`src/rtl/pll_drp_pkg.sv`:
```
// Shared encodings for the PLL dynamic-reconfiguration master:
// MD port opcodes, host command opcodes, FSM states and widths.
package pll_drp_pkg;

  localparam int MD_DW = 8;
  localparam int TMO_W = 16;

  // MDOPC encodings driven towards the PLL wrapper
  localparam logic [1:0] OPC_NOP  = 2'b00;
  localparam logic [1:0] OPC_WR   = 2'b01;
  localparam logic [1:0] OPC_RD   = 2'b10;
  localparam logic [1:0] OPC_ADDR = 2'b11;

  // Host command opcodes on cmd_op_i
  localparam logic [1:0] CMD_RD    = 2'd0;
  localparam logic [1:0] CMD_WR    = 2'd1;
  localparam logic [1:0] CMD_APPLY = 2'd2;
  localparam logic [1:0] CMD_WRINC = 2'd3;

  typedef enum logic [3:0] {
    ST_IDLE,
    ST_ADDR,
    ST_WRITE,
    ST_RD_OP,
    ST_RD_WAIT,
    ST_RD_CAP,
    ST_RST,
    ST_WAIT_LOCK,
    ST_RESP
  } state_e;

endpackage

```
`src/rtl/pll_lock_sync.sv`:
```
// Two-flop synchroniser bringing the PLL lock indication into the clk domain.
module pll_lock_sync (
  input  logic clk_i,
  input  logic rst_ni,
  input  logic async_i,
  output logic sync_o
);

  logic meta_q;
  logic sync_q;

  // Two back-to-back flops give metastability a full cycle to settle
  always_ff @(posedge clk_i or negedge rst_ni) begin
    if (!rst_ni) begin
      meta_q <= 1'b0;
      sync_q <= 1'b0;
    end else begin
      meta_q <= async_i;
      sync_q <= meta_q;
    end
  end

  assign sync_o = sync_q;

endmodule

```
`src/rtl/pll_drp_master.sv`:
```
// Host-command to PLL MD-port sequencer: address/write/read sequences,
// read-data capture, and the reset-then-wait-for-lock "apply" operation.
module pll_drp_master
  import pll_drp_pkg::*;
#(
  parameter int RD_LAT       = 2,
  parameter int RST_CYCLES   = 16,
  parameter int LOCK_TIMEOUT = 65535
) (
  input  logic             clk_i,
  input  logic             rst_ni,
  input  logic             cmd_valid_i,
  output logic             cmd_ready_o,
  input  logic [1:0]       cmd_op_i,
  input  logic [7:0]       cmd_addr_i,
  input  logic [MD_DW-1:0] cmd_wdata_i,
  output logic             rsp_valid_o,
  output logic [MD_DW-1:0] rsp_rdata_o,
  output logic             rsp_err_o,
  output logic             busy_o,
  output logic [1:0]       md_opc_o,
  output logic             md_ainc_o,
  output logic [MD_DW-1:0] md_wdi_o,
  input  logic [MD_DW-1:0] md_rdo_i,
  output logic             pll_reset_o,
  input  logic             pll_lock_i
);

  // Terminal counts for the three timed states
  localparam logic [TMO_W-1:0] RD_LAST  = TMO_W'((RD_LAT > 1) ? RD_LAT - 2 : 0);
  localparam logic [TMO_W-1:0] RST_LAST = TMO_W'(RST_CYCLES - 1);
  localparam logic [TMO_W-1:0] TMO_LAST = TMO_W'(LOCK_TIMEOUT - 1);
  localparam logic [TMO_W-1:0] LOCK_IGNORE = TMO_W'(2);

  state_e           state_q, state_d;
  logic [TMO_W-1:0] cnt_q, cnt_d;
  logic             is_rd_q;
  logic [MD_DW-1:0] wdata_q;
  logic             accept;
  logic             tmo_hit;
  logic             lock_sync;

  logic             cmd_ready_q, cmd_ready_d;
  logic             rsp_valid_q, rsp_valid_d;
  logic [MD_DW-1:0] rsp_rdata_q, rsp_rdata_d;
  logic             rsp_err_q, rsp_err_d;
  logic             busy_q, busy_d;
  logic [1:0]       md_opc_q, md_opc_d;
  logic             md_ainc_q, md_ainc_d;
  logic [MD_DW-1:0] md_wdi_q, md_wdi_d;
  logic             pll_reset_q, pll_reset_d;

  pll_lock_sync u_lock_sync (
    .clk_i  (clk_i),
    .rst_ni (rst_ni),
    .async_i(pll_lock_i),
    .sync_o (lock_sync)
  );

  // State, shared cycle counter and the command fields needed after acceptance
  always_ff @(posedge clk_i or negedge rst_ni) begin
    if (!rst_ni) begin
      state_q <= ST_IDLE;
      cnt_q   <= '0;
      is_rd_q <= 1'b0;
      wdata_q <= '0;
    end else begin
      state_q <= state_d;
      cnt_q   <= cnt_d;
      if (accept) begin
        is_rd_q <= (cmd_op_i == CMD_RD);
        wdata_q <= cmd_wdata_i;
      end
    end
  end

  // Next-state logic; the counter restarts from zero on every state change
  always_comb begin
    state_d = state_q;
    accept  = 1'b0;
    tmo_hit = 1'b0;
    unique case (state_q)
      ST_IDLE: begin
        if (cmd_valid_i && cmd_ready_q) begin
          accept = 1'b1;
          case (cmd_op_i)
            CMD_RD, CMD_WR: state_d = ST_ADDR;
            CMD_WRINC:      state_d = ST_WRITE;
            default:        state_d = ST_RST;
          endcase
        end
      end
      ST_ADDR:    state_d = is_rd_q ? ST_RD_OP : ST_WRITE;
      ST_WRITE:   state_d = ST_RESP;
      ST_RD_OP:   state_d = (RD_LAT > 1) ? ST_RD_WAIT : ST_RD_CAP;
      ST_RD_WAIT: if (cnt_q == RD_LAST) state_d = ST_RD_CAP;
      ST_RD_CAP:  state_d = ST_RESP;
      ST_RST:     if (cnt_q == RST_LAST) state_d = ST_WAIT_LOCK;
      ST_WAIT_LOCK: begin
        // A stale lock is masked for the first two cycles; lock beats timeout
        if ((cnt_q >= LOCK_IGNORE) && lock_sync) begin
          state_d = ST_RESP;
        end else if (cnt_q == TMO_LAST) begin
          state_d = ST_RESP;
          tmo_hit = 1'b1;
        end
      end
      ST_RESP:    state_d = ST_IDLE;
      default:    state_d = ST_IDLE;
    endcase
    cnt_d = '0;
    if ((state_d == state_q) &&
        ((state_q == ST_RD_WAIT) || (state_q == ST_RST) || (state_q == ST_WAIT_LOCK)))
      cnt_d = cnt_q + 1'b1;
  end

  // Output decode from the upcoming state so every port comes straight off a flop
  always_comb begin
    cmd_ready_d = (state_d == ST_IDLE);
    busy_d      = (state_d != ST_IDLE);
    rsp_valid_d = (state_d == ST_RESP);
    rsp_err_d   = tmo_hit;
    pll_reset_d = (state_d == ST_RST);
    rsp_rdata_d = (state_q == ST_RD_CAP) ? md_rdo_i : rsp_rdata_q;
    md_opc_d    = OPC_NOP;
    md_ainc_d   = 1'b0;
    md_wdi_d    = md_wdi_q;
    unique case (state_d)
      ST_ADDR: begin
        md_opc_d = OPC_ADDR;
        md_wdi_d = cmd_addr_i;
      end
      ST_WRITE: begin
        md_opc_d  = OPC_WR;
        md_wdi_d  = (state_q == ST_IDLE) ? cmd_wdata_i : wdata_q;
        md_ainc_d = (state_q == ST_IDLE);
      end
      ST_RD_OP: md_opc_d = OPC_RD;
      default: ;
    endcase
  end

  // Output registers
  always_ff @(posedge clk_i or negedge rst_ni) begin
    if (!rst_ni) begin
      cmd_ready_q <= 1'b0;
      rsp_valid_q <= 1'b0;
      rsp_rdata_q <= '0;
      rsp_err_q   <= 1'b0;
      busy_q      <= 1'b0;
      md_opc_q    <= OPC_NOP;
      md_ainc_q   <= 1'b0;
      md_wdi_q    <= '0;
      pll_reset_q <= 1'b0;
    end else begin
      cmd_ready_q <= cmd_ready_d;
      rsp_valid_q <= rsp_valid_d;
      rsp_rdata_q <= rsp_rdata_d;
      rsp_err_q   <= rsp_err_d;
      busy_q      <= busy_d;
      md_opc_q    <= md_opc_d;
      md_ainc_q   <= md_ainc_d;
      md_wdi_q    <= md_wdi_d;
      pll_reset_q <= pll_reset_d;
    end
  end

  assign cmd_ready_o = cmd_ready_q;
  assign rsp_valid_o = rsp_valid_q;
  assign rsp_rdata_o = rsp_rdata_q;
  assign rsp_err_o   = rsp_err_q;
  assign busy_o      = busy_q;
  assign md_opc_o    = md_opc_q;
  assign md_ainc_o   = md_ainc_q;
  assign md_wdi_o    = md_wdi_q;
  assign pll_reset_o = pll_reset_q;

endmodule

```
`config.mk`:
```
export PLATFORM = sky130hd
export DESIGN_NAME = pll_drp_master
export DESIGN_NICKNAME = d
export VERILOG_FILES = /design/src/rtl/pll_drp_pkg.sv /design/src/rtl/pll_lock_sync.sv /design/src/rtl/pll_drp_master.sv
export SDC_FILE = /design/constraint.sdc
export NUM_CORES = 1
export LEC_CHECK = 0
export ABC_AREA = 1
export CORE_UTILIZATION = 35
export CTS_CLUSTER_DIAMETER = 120
export DETAILED_ROUTE_END_ITERATION = 7
export GPL_TIMING_DRIVEN = 0
export SLEW_MARGIN = 25
export SYNTH_ARGS = -nofsm -noshare
export SYNTH_HDL_FRONTEND = slang
export SYNTH_SLANG_ARGS = --single-unit
```
`constraint.sdc`:
```
create_clock -name clk_i -period 2.6 [get_ports clk_i]
set_clock_uncertainty 0.05 [all_clocks]
set_input_delay 0.52 -clock clk_i [delete_from_list [all_inputs] [get_ports clk_i]]
set_output_delay 0.52 -clock clk_i [all_outputs]
set_load 0.01 [all_outputs]
```
After elaboration in Yosys (flattened, before gate mapping) --
Cells that the tools add are included.
Storage, ports and cells: output and inout bits 24, register bits after elaboration 55, logic and storage cells 65
Operators by class: reductions and logical operators 13, muxes and demuxes 18, equal/unequal tests 17, add/subtract/negate cells 1, $lt $le $gt $ge 1
Operator list (number):
- one-hot mux 4 bit (7 select lines) | 1
- == test 4 x 3 -> 1 bit (second input constant) | 5
- two-way mux 4 bit | 5
- adder 16 x 1 -> 16 bit (second input constant) | 1
- == test 16 bit (second input constant) | 1
- == test 16 x 4 -> 1 bit (second input constant) | 1
- == test 4 x 2 -> 1 bit (second input constant) | 4
- greater-or-equal comparator 16 x 2 -> 1 bit (second input constant) | 1
- zero test 16 bit | 1
- two-way mux 16 bit | 1
- one-hot mux 8 bit (2 select lines) | 1
- == test 4 x 1 -> 1 bit (second input constant) | 2
- zero test 4 bit | 2
- two-way mux 8 bit | 1
- two-way mux 1 bit | 7
- one-hot mux 2 bit (3 select lines) | 1
- one-hot mux 3 bit (2 select lines) | 1
- == test 4 bit | 1
- == test 4 bit (second input constant) | 1
- nonzero test 4 bit | 1
- OR reduction 2 bit | 2
- logical AND 1 bit | 3
- == test 2 x 1 -> 1 bit (second input constant) | 1
- == test 2 bit (second input constant) | 1
- 3 further kinds | 4

Logic depth before layout (Yosys ltp) --
Gate-level depths: netlist (run 1).
depth after elaboration 8, gate-level depth with buffers 16, depth with buffers taken out 15

Modules after synthesis --
From an unflattened synthesis (run 1), not the netlist that was laid out.
Unflattened totals: cell total of the unflattened synthesis 345, area, all modules 2751.4 um^2
By module, submodules not included:
- pll_drp_master | area an instance 2701.3 um^2, times used 1, cells each 343
- pll_lock_sync | area an instance 50.0 um^2, times used 1, cells each 2

Worst setup path after synthesis (run 1) --
Ideal clock, no wire load.
path kind register -> register, start register cnt_q[0], end register md_wdi_q[1], in the netlist md_wdi_o[1], data required time 2.433 ns, period minus slack after synthesis 1.886 ns, arrival time 1.719 ns, cell stages (with the launch flop) 16, path slack 0.714 ns, cell sequence dfrtp_1 -> inv_1 -> ha_1 -> nor2_1 -> nand2_1 -> nor2_1 -> nand2_1 -> nand2_2 -> nand2_1 -> nand2_2 -> nand2_4 -> nor2_8 -> nand2_8 -> buf_8 -> nand3_1 -> nand2_1
Between the ends: longest elaborated chain between the ends 6, elaborated cells between the ends (all ways) 14, classes of those cells order compare: 1; eq/ne: 4; mux: 6; reduce/logical: 3
Ends and longest elaborated chain:
- from (decl) | line pll_drp_master.sv:36 | logic [TMO_W-1:0] cnt_q, cnt_d;
- from (signal assigned) | line pll_drp_master.sv:69 | cnt_q <= cnt_d;
- greater-or-equal comparator 16 x 2 -> 1 bit / == test 16 bit (equally long branches) | line pll_drp_master.sv:101, pll_drp_master.sv:103
- logical AND 1 bit / two-way mux 4 bit (equally long branches) | line pll_drp_master.sv:101, pll_drp_master.sv:103
- two-way mux 4 bit | line pll_drp_master.sv:101 | if ((cnt_q >= LOCK_IGNORE) && lock_sync) begin
- one-hot mux 4 bit (7 select lines) * | line pll_drp_master.sv:82 | unique case (state_q)
- net state_d[3] | line pll_drp_master.sv:35 | state_e state_q, state_d;
- == test 4 x 2 -> 1 bit / == test 4 x 1 -> 1 bit (equally long branches) | line pll_drp_master.sv:128 | unique case (state_d)
- one-hot mux 8 bit (2 select lines) / nonzero test 2 bit (equally long branches)
- to (signal assigned) | line pll_drp_master.sv:163 | md_wdi_q <= md_wdi_d;
- to (decl) | line pll_drp_master.sv:50 | logic [MD_DW-1:0] md_wdi_q, md_wdi_d;
Mark *: on every way through the listed nets, which the timed path passes. The rest lies on a longest branch. A chain may end at the register's enable or synchronous reset.

Final worst setup path (run 1) --
start register cnt_q[0], end register cnt_q[14]
Between the ends: longest elaborated chain between the ends 7, elaborated cells between the ends (all ways) 14, classes of those cells add/sub: 1; order compare: 1; eq/ne: 3; mux: 6; reduce/logical: 3
Ends and longest elaborated chain:
- greater-or-equal comparator 16 x 2 -> 1 bit / == test 16 bit (equally long branches) | line pll_drp_master.sv:101, pll_drp_master.sv:103
- logical AND 1 bit / two-way mux 4 bit (equally long branches) | line pll_drp_master.sv:101, pll_drp_master.sv:103
- two-way mux 4 bit | line pll_drp_master.sv:101
- one-hot mux 4 bit (7 select lines) * | line pll_drp_master.sv:82
- net state_d[0] | line pll_drp_master.sv:35
- == test 4 bit * | line pll_drp_master.sv:112 | if ((state_d == state_q) &&
- logical AND 1 bit * | line pll_drp_master.sv:112
- two-way mux 16 bit * | line pll_drp_master.sv:112
- net cnt_d[14] | line pll_drp_master.sv:36
Marked as above.

==> metrics.md, run 1 <==
| Metric | Value |
|---|---|
| YS warnings | `0` |
| Hold Crit Class | `input pin to asynchronous set/reset pin` |
| Area grow syn2layout | `27.4%` |
| Status | `complete, no violations` |
| Combinational fraction of design power | `50.4%` |
| Final ANT Viol Nets | `0` |
| Post-layout net count | `430` |
| Syn_nets | `369` |
| CTS sink count | `55` |
| Clk buf depth | `2` |
| Hold_ws | `0.0201 ns` |
| Via count | `2256` |
| # port buffers | `53` |
| Net Switching | `1.43 mW` |
| Post-place instance area | `approximately 3500 um^2` |
| Die H | `91.9 um` |
| Buffer count from post-CTS setup fixing | `0` |
| Drt total wl | `5750 um` |
| Max H-tree Level | `2` |
| Yosys cell types | `36` |
| Ant. Diodes | `0` |
| Layout Cells excl Fill | `500` |
| Detail Placement HPWL | `4400 um` |
| Io pins | `54` |
| Slowest cell on crit path | `dfrtp_1` |
| Antenna violations before repair | `0` |
| Tcrit/Tclk final | `83.8%` |
| Pre-antenna DRT Iters | `4` |
| WL per Instance | `about 11 um` |
| Final instance area | `between 3000 and 4000 um^2` |
| Post_cts resized | `0` |
| Vias in the first global route | `2176` |
| MaxCap Viol Count | `0` |
| Cells after synthesis | `336` |
| Gr usage total | `14.8%` |
| Final slew viol count | `0` |
| Die span in x | `between 90 and 100 um` |
| Core box area | `7770 um^2` |
| First DRT Iteration DRCs | `a little under 80` |
| CTS buffer count | `5` |
| Fraction of layout cells with a size suffix above 1 | `10.6%` |
| Minimum clock period | `2.18 ns` |
| Crit path launch type | `flip-flop` |
| Yosys top cell area share | `48.6%` |
| DP Cell Count | `slightly below 500` |
| #FFs+latches synth | `55` |
| Starting density of the core | `a little over a third` |
| Mapped Area | `between 2000 and 3000 um^2` |
| Vias per cell | `about 4.5` |
| Worst-path cell chain | `inv_1 -> ha_1 -> nor2_1 -> nand2_1 -> nor2_1 -> nand2_1 -> nand2_2 -> nand3_4 -> nand2_1 -> nor2_1 -> o21ai_2 -> buf_4 -> nor2_1` |
| CTS Root Cell | `clkbuf_8` |
| Most used cell, CP | `nor2_1` |
| Setup repair after global routing missed its margin | `no` |
| Switching Fraction | `between 40 and 50%` |
| Final hold vios | `0` |
| Pin count of the biggest net entering global routing | `39` |
| CP endpoint kind | `flip-flop` |
| Drt drc | `0` |
| Crit-path max cell delay | `0.41 ns` |
| Final Wtd Congestion | `around 0.76` |
| Final Setup Violations | `0` |
| Cts hold-fix bufs | `0` |
| Row cnt | `32` |
| Top cells by area, synth | `dfrtp_1 (49%), nand2_1 (12%), nor2_1 (5.6%), inv_1 (5.2%), nand3_1 (3.7%)` |
| CP Data Arrival Time | `approximately 2.3 ns` |
| Total grt overflow | `0` |
| Power density cells | `984 nW/um^2` |
| CTS tree | `yes` |
| Worst-path clk slew | `0.09 ns` |
| Mean Syn Cell Area | `8.42 um^2` |
| Internal | `2.11 mW` |
| Crit Path Max Fanout | `10` |
| Area leader, netlist | `dfrtp_1` |
| Critical path class | `flip-flop to flip-flop` |
| First-pass GRT wire length | `10100 um` |
| Clock share of power | `14.2%` |
| Slew HR | `66.9%` |
| Worst Tran Pin Value | `0.492 ns` |
| Sequential fraction of the synthesis area | `between 40 and 50%` |
| Worst EP required | `2.75 ns` |
| Max Fclk | `459 MHz` |
| Seq pwr share | `35.5%` |
| Peak supply drop | `408 uV` |
| Lkg Pwr | `approximately 1.7 nW` |
| Die area | `8450 um^2` |
| Worst-Skew Late Latency | `between 0.3 and 0.4 ns` |
-- power groups by stage --
| stage | sequential, mW | clock, mW | combinational [mW] |
|---|---|---|---|
| CTS | 1.26 | 0.526 | 1.80 |
| global route | 1.30 | 0.554 | 2.00 |
| detailed placement | 1.28 | 0 | 1.80 |
| finish | 1.26 | 0.502 | 1.79 |
| floorplan | 1.34 | 0 | 1.09 |
| global placement | 1.27 | 0 | 1.78 |
-- cells in the final DEF (no fill, tap or decap), types with 2 or more instances in the layout --
| master | instances |
|---|---|
| nor2_1 | 42 |
| inv_1 | 39 |
| nand3_1 | 21 |
| xnor2_1 | 4 |
| nand2_8 | 2 |
| nand4_1 | 2 |
| nand3b_1 | 9 |
| clkdlybuf4s50_1 | 52 |
| a21oi_1 | 7 |
| nand2_4 | 3 |
| nand2_1 | 87 |
| clkbuf_1 | 2 |
| nor3_4 | 2 |
| clkbuf_8 | 6 |
| ha_1 | 3 |
| nor2_2 | 3 |
| dfrtp_1 | 55 |
| buf_4 | 3 |
| o21ai_0 | 18 |
| nand2_2 | 6 |
| nor3_1 | 5 |
| xor2_1 | 7 |
| nand3_2 | 2 |
-- critical path, delay by kind of cell (launching register included) --
kind | cells | cell delay (ns)
fa+ha+maj | 1 | 0.21
simple gates | 9 | 0.76
compound gates | 1 | 0.30
flops | 1 | 0.41
buf+inv | 2 | 0.33
-- final timing paths --
| path | slack [ns] | from | to | depth (start not counted) |
|---|---|---|---|---|
| max | 0.42 | cnt_q[0] | cnt_q[14] | 13 |
| min | 0.02 | rst_ni | cnt_q[0] | 1 |
| max reg2reg | 0.42 | cnt_q[0] | cnt_q[14] | 13 |
| min reg2reg | 0.31 | u_lock_sync.meta_q | u_lock_sync.sync_o | 0 |
| max in group asynchronous | 2.02 | rst_ni | md_wdi_o[5] | 2 |
| min in group clk_i | 0.31 | u_lock_sync.meta_q | u_lock_sync.sync_o | 0 |
-- cell usage after synthesis --
master	number
a21oi_1	7
o21ai_0	18
ha_1	3
nand2_2	6
inv_2	1
nand3_1	21
nand3_2	2
nor3_1	5
dfrtp_1	55
xor2_1	7
nor3b_1	1
inv_1	39
xnor2_1	4
nor2_2	3
nor2_8	1
nor2_4	1
clkbuf_1	2
o22ai_1	1
or3_1	1
buf_4	2
nor3_4	2
a21oi_2	1
nand4_2	1
nand2_8	2
o21ai_2	1
inv_4	1
nand4_1	2
nand3b_1	9
nand2_1	87
nand2_4	3
buf_8	1
buf_6	1
nand3_4	1
a31o_2	1
nor2_1	42
buf_2	1
-- per-layer routing --
| metal | wire [um] | global-route usage (%) | vias to the layer above |
|---|---|---|---|
| li1 | - | - | 1175 |
| met1 | 2930 | 21.8 | 1034 |
| met2 | 2500 | 21.8 | 38 |
| met3 | 214 | 2.32 | 9 |
| met4 | 104 | 5.21 | 0 |
| met5 | 0 | 0 | - |
-- area by class of cell --
cell class / count / area [um^2]
Clock buffer: 6 / 82.6
Buffer: 7 / 53.8
Fill cell: 771 / 4160
Clock inverter: 2 / 16.3
Tap cell: 102 / 128
Timing Repair Buffer: 54 / 548
Inverter: 41 / 156
Sequential cell: 55 / 1380
Multi-Input combinational cell: 233 / 1240
-- logic make-up (layout without fill, tap and decap cells) --
| family | after synthesis | after routing | synth area share (%) |
|---|---|---|---|
| AOI/OAI and AO/OA | 29 | 29 | 5.57 |
| xor gates and xnor gates | 11 | 11 | 3.40 |
| adders and majority gates | 3 | 3 | 1.33 |
| buffers and inverters | 48 | 110 | 7.43 |
| DFF | 55 | 55 | 48.6 |
| and+or+nand+nor | 190 | 190 | 33.6 |
-- state kept, by name (all words and copies together), names as in the netlist, 2 cells and up --
name	count
cnt_q	16
md_wdi_o	8
rsp_rdata_o	8
wdata_q	8
state_q	4
md_opc_o	2
-- stage by stage --
| step | TNS (ns) | util [%] | setup slack, ns | power, mW |
|---|---|---|---|---|
| global route | 0 | 46.4 | 0.204 | 3.85 |
| finish | 0 | 46.4 | 0.421 | 3.55 |
| detailed placement | 0 | 45.1 | 0.111 | 3.07 |
| CTS | 0 | 46.4 | 0.390 | 3.59 |
| floorplan | 0 | - | 0.714 | 2.42 |
| global placement | -42.58 | 44.9 | -0.778 | 3.05 |
(Power assumes the default switching activity.)
==> run 2: changes to the inputs <==
clock period = 2.26 ns   (was 2.6 ns; I/O delays follow)
==> metrics.md, run 2 (synthesized netlist as in run 1, its figures left out) <==
| Metric | Value |
|---|---|
| Critical path class | `flip-flop to flip-flop` |
| Peak supply drop | `457 uV (+12%)` |
| Final ANT Viol Nets | `0 (unchanged)` |
| Gr usage total | `14.8% (+0.036 points)` |
| Power density cells | `1160 nW/um^2 (+18%)` |
| First-pass GRT wire length | `10100 um (+0.28%)` |
| Total Power | `4.28 mW (+21%)` |
| Total grt overflow | `0 (unchanged)` |
| First DRT Iteration DRCs | `67 (-13%)` |
| Tcrit/Tclk final | `93.2% (+9.3 points)` |
| Ant. Diodes | `0 (unchanged)` |
| Pre-antenna DRT Iters | `4 (unchanged)` |
| Worst-path clk slew | `0.10 ns (about the same)` |
| Crit path launch type | `flip-flop` |
| Via count | `2298 (+1.9%)` |
| Hold Crit Class | `flip-flop to flip-flop` |
| WL per Instance | `11.5 um (+0.13%)` |
| Post-layout net count | `437 (+1.6%)` |
| Vias in the first global route | `2181 (+0.23%)` |
| Lkg Pwr | `1.74 nW (+2.3%)` |
| MaxCap Viol Count | `0 (unchanged)` |
| Worst Tran Pin Value | `0.528 ns (+0.0361 ns)` |
| Die area | `8450 um^2 (unchanged)` |
| Max Fclk | `475 MHz (+3.5%)` |
| CP endpoint kind | `flip-flop` |
| CTS buffer count | `5 (unchanged)` |
| Final Wtd Congestion | `0.764 (unchanged)` |
| Pin count of the biggest net entering global routing | `39 (unchanged)` |
| Fraction of layout cells with a size suffix above 1 | `12.3% (+1.8 points)` |
| Die H | `91.9 um (unchanged)` |
| Final cell utilization of the core | `47.3% (+0.93 points)` |
| Crit Path Max Fanout | `7 (-3)` |
| Row cnt | `32 (unchanged)` |
| Drt drc | `0 (unchanged)` |
| Final slew viol count | `0 (unchanged)` |
| Final Setup Violations | `0 (unchanged)` |
| CP Data Arrival Time | `2.27 ns (-0.06 ns)` |
| Status | `complete, no violations` |
| Area grow syn2layout | `29.9%` |
| Io pins | `54 (unchanged)` |
| Vias per cell | `4.53 (+0.46%)` |
| Max reg flops | `16 (unchanged)` |
| CTS tree | `yes` |
| Minimum clock period | `2.11 ns (-0.0737 ns)` |
| Most frequent cells in the layout | `nand2_1 (87), dfrtp_1 (55), clkdlybuf4s50_1 (52)` |
| Slew HR | `64.5% (-2.4 points)` |
| # port buffers | `53 (unchanged)` |
| Clk buf depth | `2 (unchanged)` |
| Die span in x | `91.9 um (unchanged)` |
| Worst EP required | `2.42 ns (-0.33 ns)` |
| CTS Root Cell | `clkbuf_8` |
| Final hold vios | `0 (unchanged)` |
| Starting density of the core | `36.4% (unchanged)` |
| Worst-Skew Late Latency | `0.31 ns (about the same)` |
| Antenna violations before repair | `0 (unchanged)` |
| Drt total wl | `5840 um (+1.5%)` |
| Core box area | `7770 um^2 (unchanged)` |
| CTS sink count | `55 (unchanged)` |
| Largest register by flop count | `cnt_q` |
| Detail Placement HPWL | `4400 um (unchanged)` |
| Commonest non-fill, non-tap cell in the layout | `nand2_1` |
| Max H-tree Level | `2 (unchanged)` |
run 2: path summary, 6_finish.rpt:
| kind | from | end | slack (ns) | depth (start not counted) |
|---|---|---|---|---|
| setup / recovery | cnt_q[0] | md_wdi_o[3] | 0.15 | 15 |
| hold / removal | u_lock_sync.meta_q | u_lock_sync.sync_o | 0.31 | 0 |
| setup reg to reg | cnt_q[0] | md_wdi_o[3] | 0.15 | 15 |
| hold reg to reg | u_lock_sync.meta_q | u_lock_sync.sync_o | 0.31 | 0 |
| max in group asynchronous | rst_ni | md_wdi_o[5] | 1.20 | 3 |
| min in group asynchronous | rst_ni | cnt_q[0] | 0.50 | 2 |
run 2: power breakdown:
part	switching (mW)	total (mW)	internal [mW]	leakage [nW]
clock	0.325	0.575	0.251	0.0474
combinational	1.24	2.26	1.02	0.979
sequential	0.159	1.45	1.29	0.714
total	1.73	4.28	2.56	1.74
run 2: layout make-up:
| class | count | area (um^2) |
|---|---|---|
| well taps | 102 | 128 |
| clock buffers | 6 | 82.6 |
| fillers | 768 | 4090 |
| repair buffers | 60 | 596 |
| multi-input cells | 234 | 1260 |
| plain buffers | 7 | 57.6 |
| flip-flops and latches | 55 | 1380 |
| inverters | 41 | 156 |
| clock inverters | 2 | 16.3 |
run 2: critical path: stages, from the launching register on:
cell      delay (ns)
dfrtp_1         0.43
inv_2           0.06
ha_1            0.21
nor2_1          0.10
nand2_1         0.07
nor2_1          0.09
nand2_1         0.08
nand2_2         0.09
nand2_1         0.07
nand2_2         0.09
nand2_4         0.08
nor2_8          0.20
buf_4           0.16
nand3b_1        0.10
nand3_1         0.10
nand2_1         0.05
run 2: layer usage:
metal / track usage [%] / part of all wire [%]
met2: 21.9 / 43
met5: 0 / 0
met3: 2.32 / 4.3
met4: 5.21 / 1.8
met1: 21.8 / 51
run 2: repair_timing:
action / in CTS / in global routing
endpoints found under the setup margin: 0 / 18
hold buffers: 1 / 0
endpoints found under the hold margin: 17 / 0
resized for setup: 0 / 6
buffers inserted: 0 / 5
run 2: stage by stage:
step / instance area [um^2] / hold WS [ns] / std cells / setup TNS, ns / worst slack [ns]
floorplan: 2830 / 0.106 / 336 / 0 / 0.374
global placement: 3490 / 0.282 / 491 / -59.08 / -1.05
detailed placement: 3510 / 0.286 / 492 / -2.04 / -0.161
CTS: 3610 / 0.310 / 501 / 0 / 0.0499
global route: 3680 / 0.330 / 507 / -0.00440 / -0.00228
finish: 3680 / 0.306 / 507 / 0 / 0.155
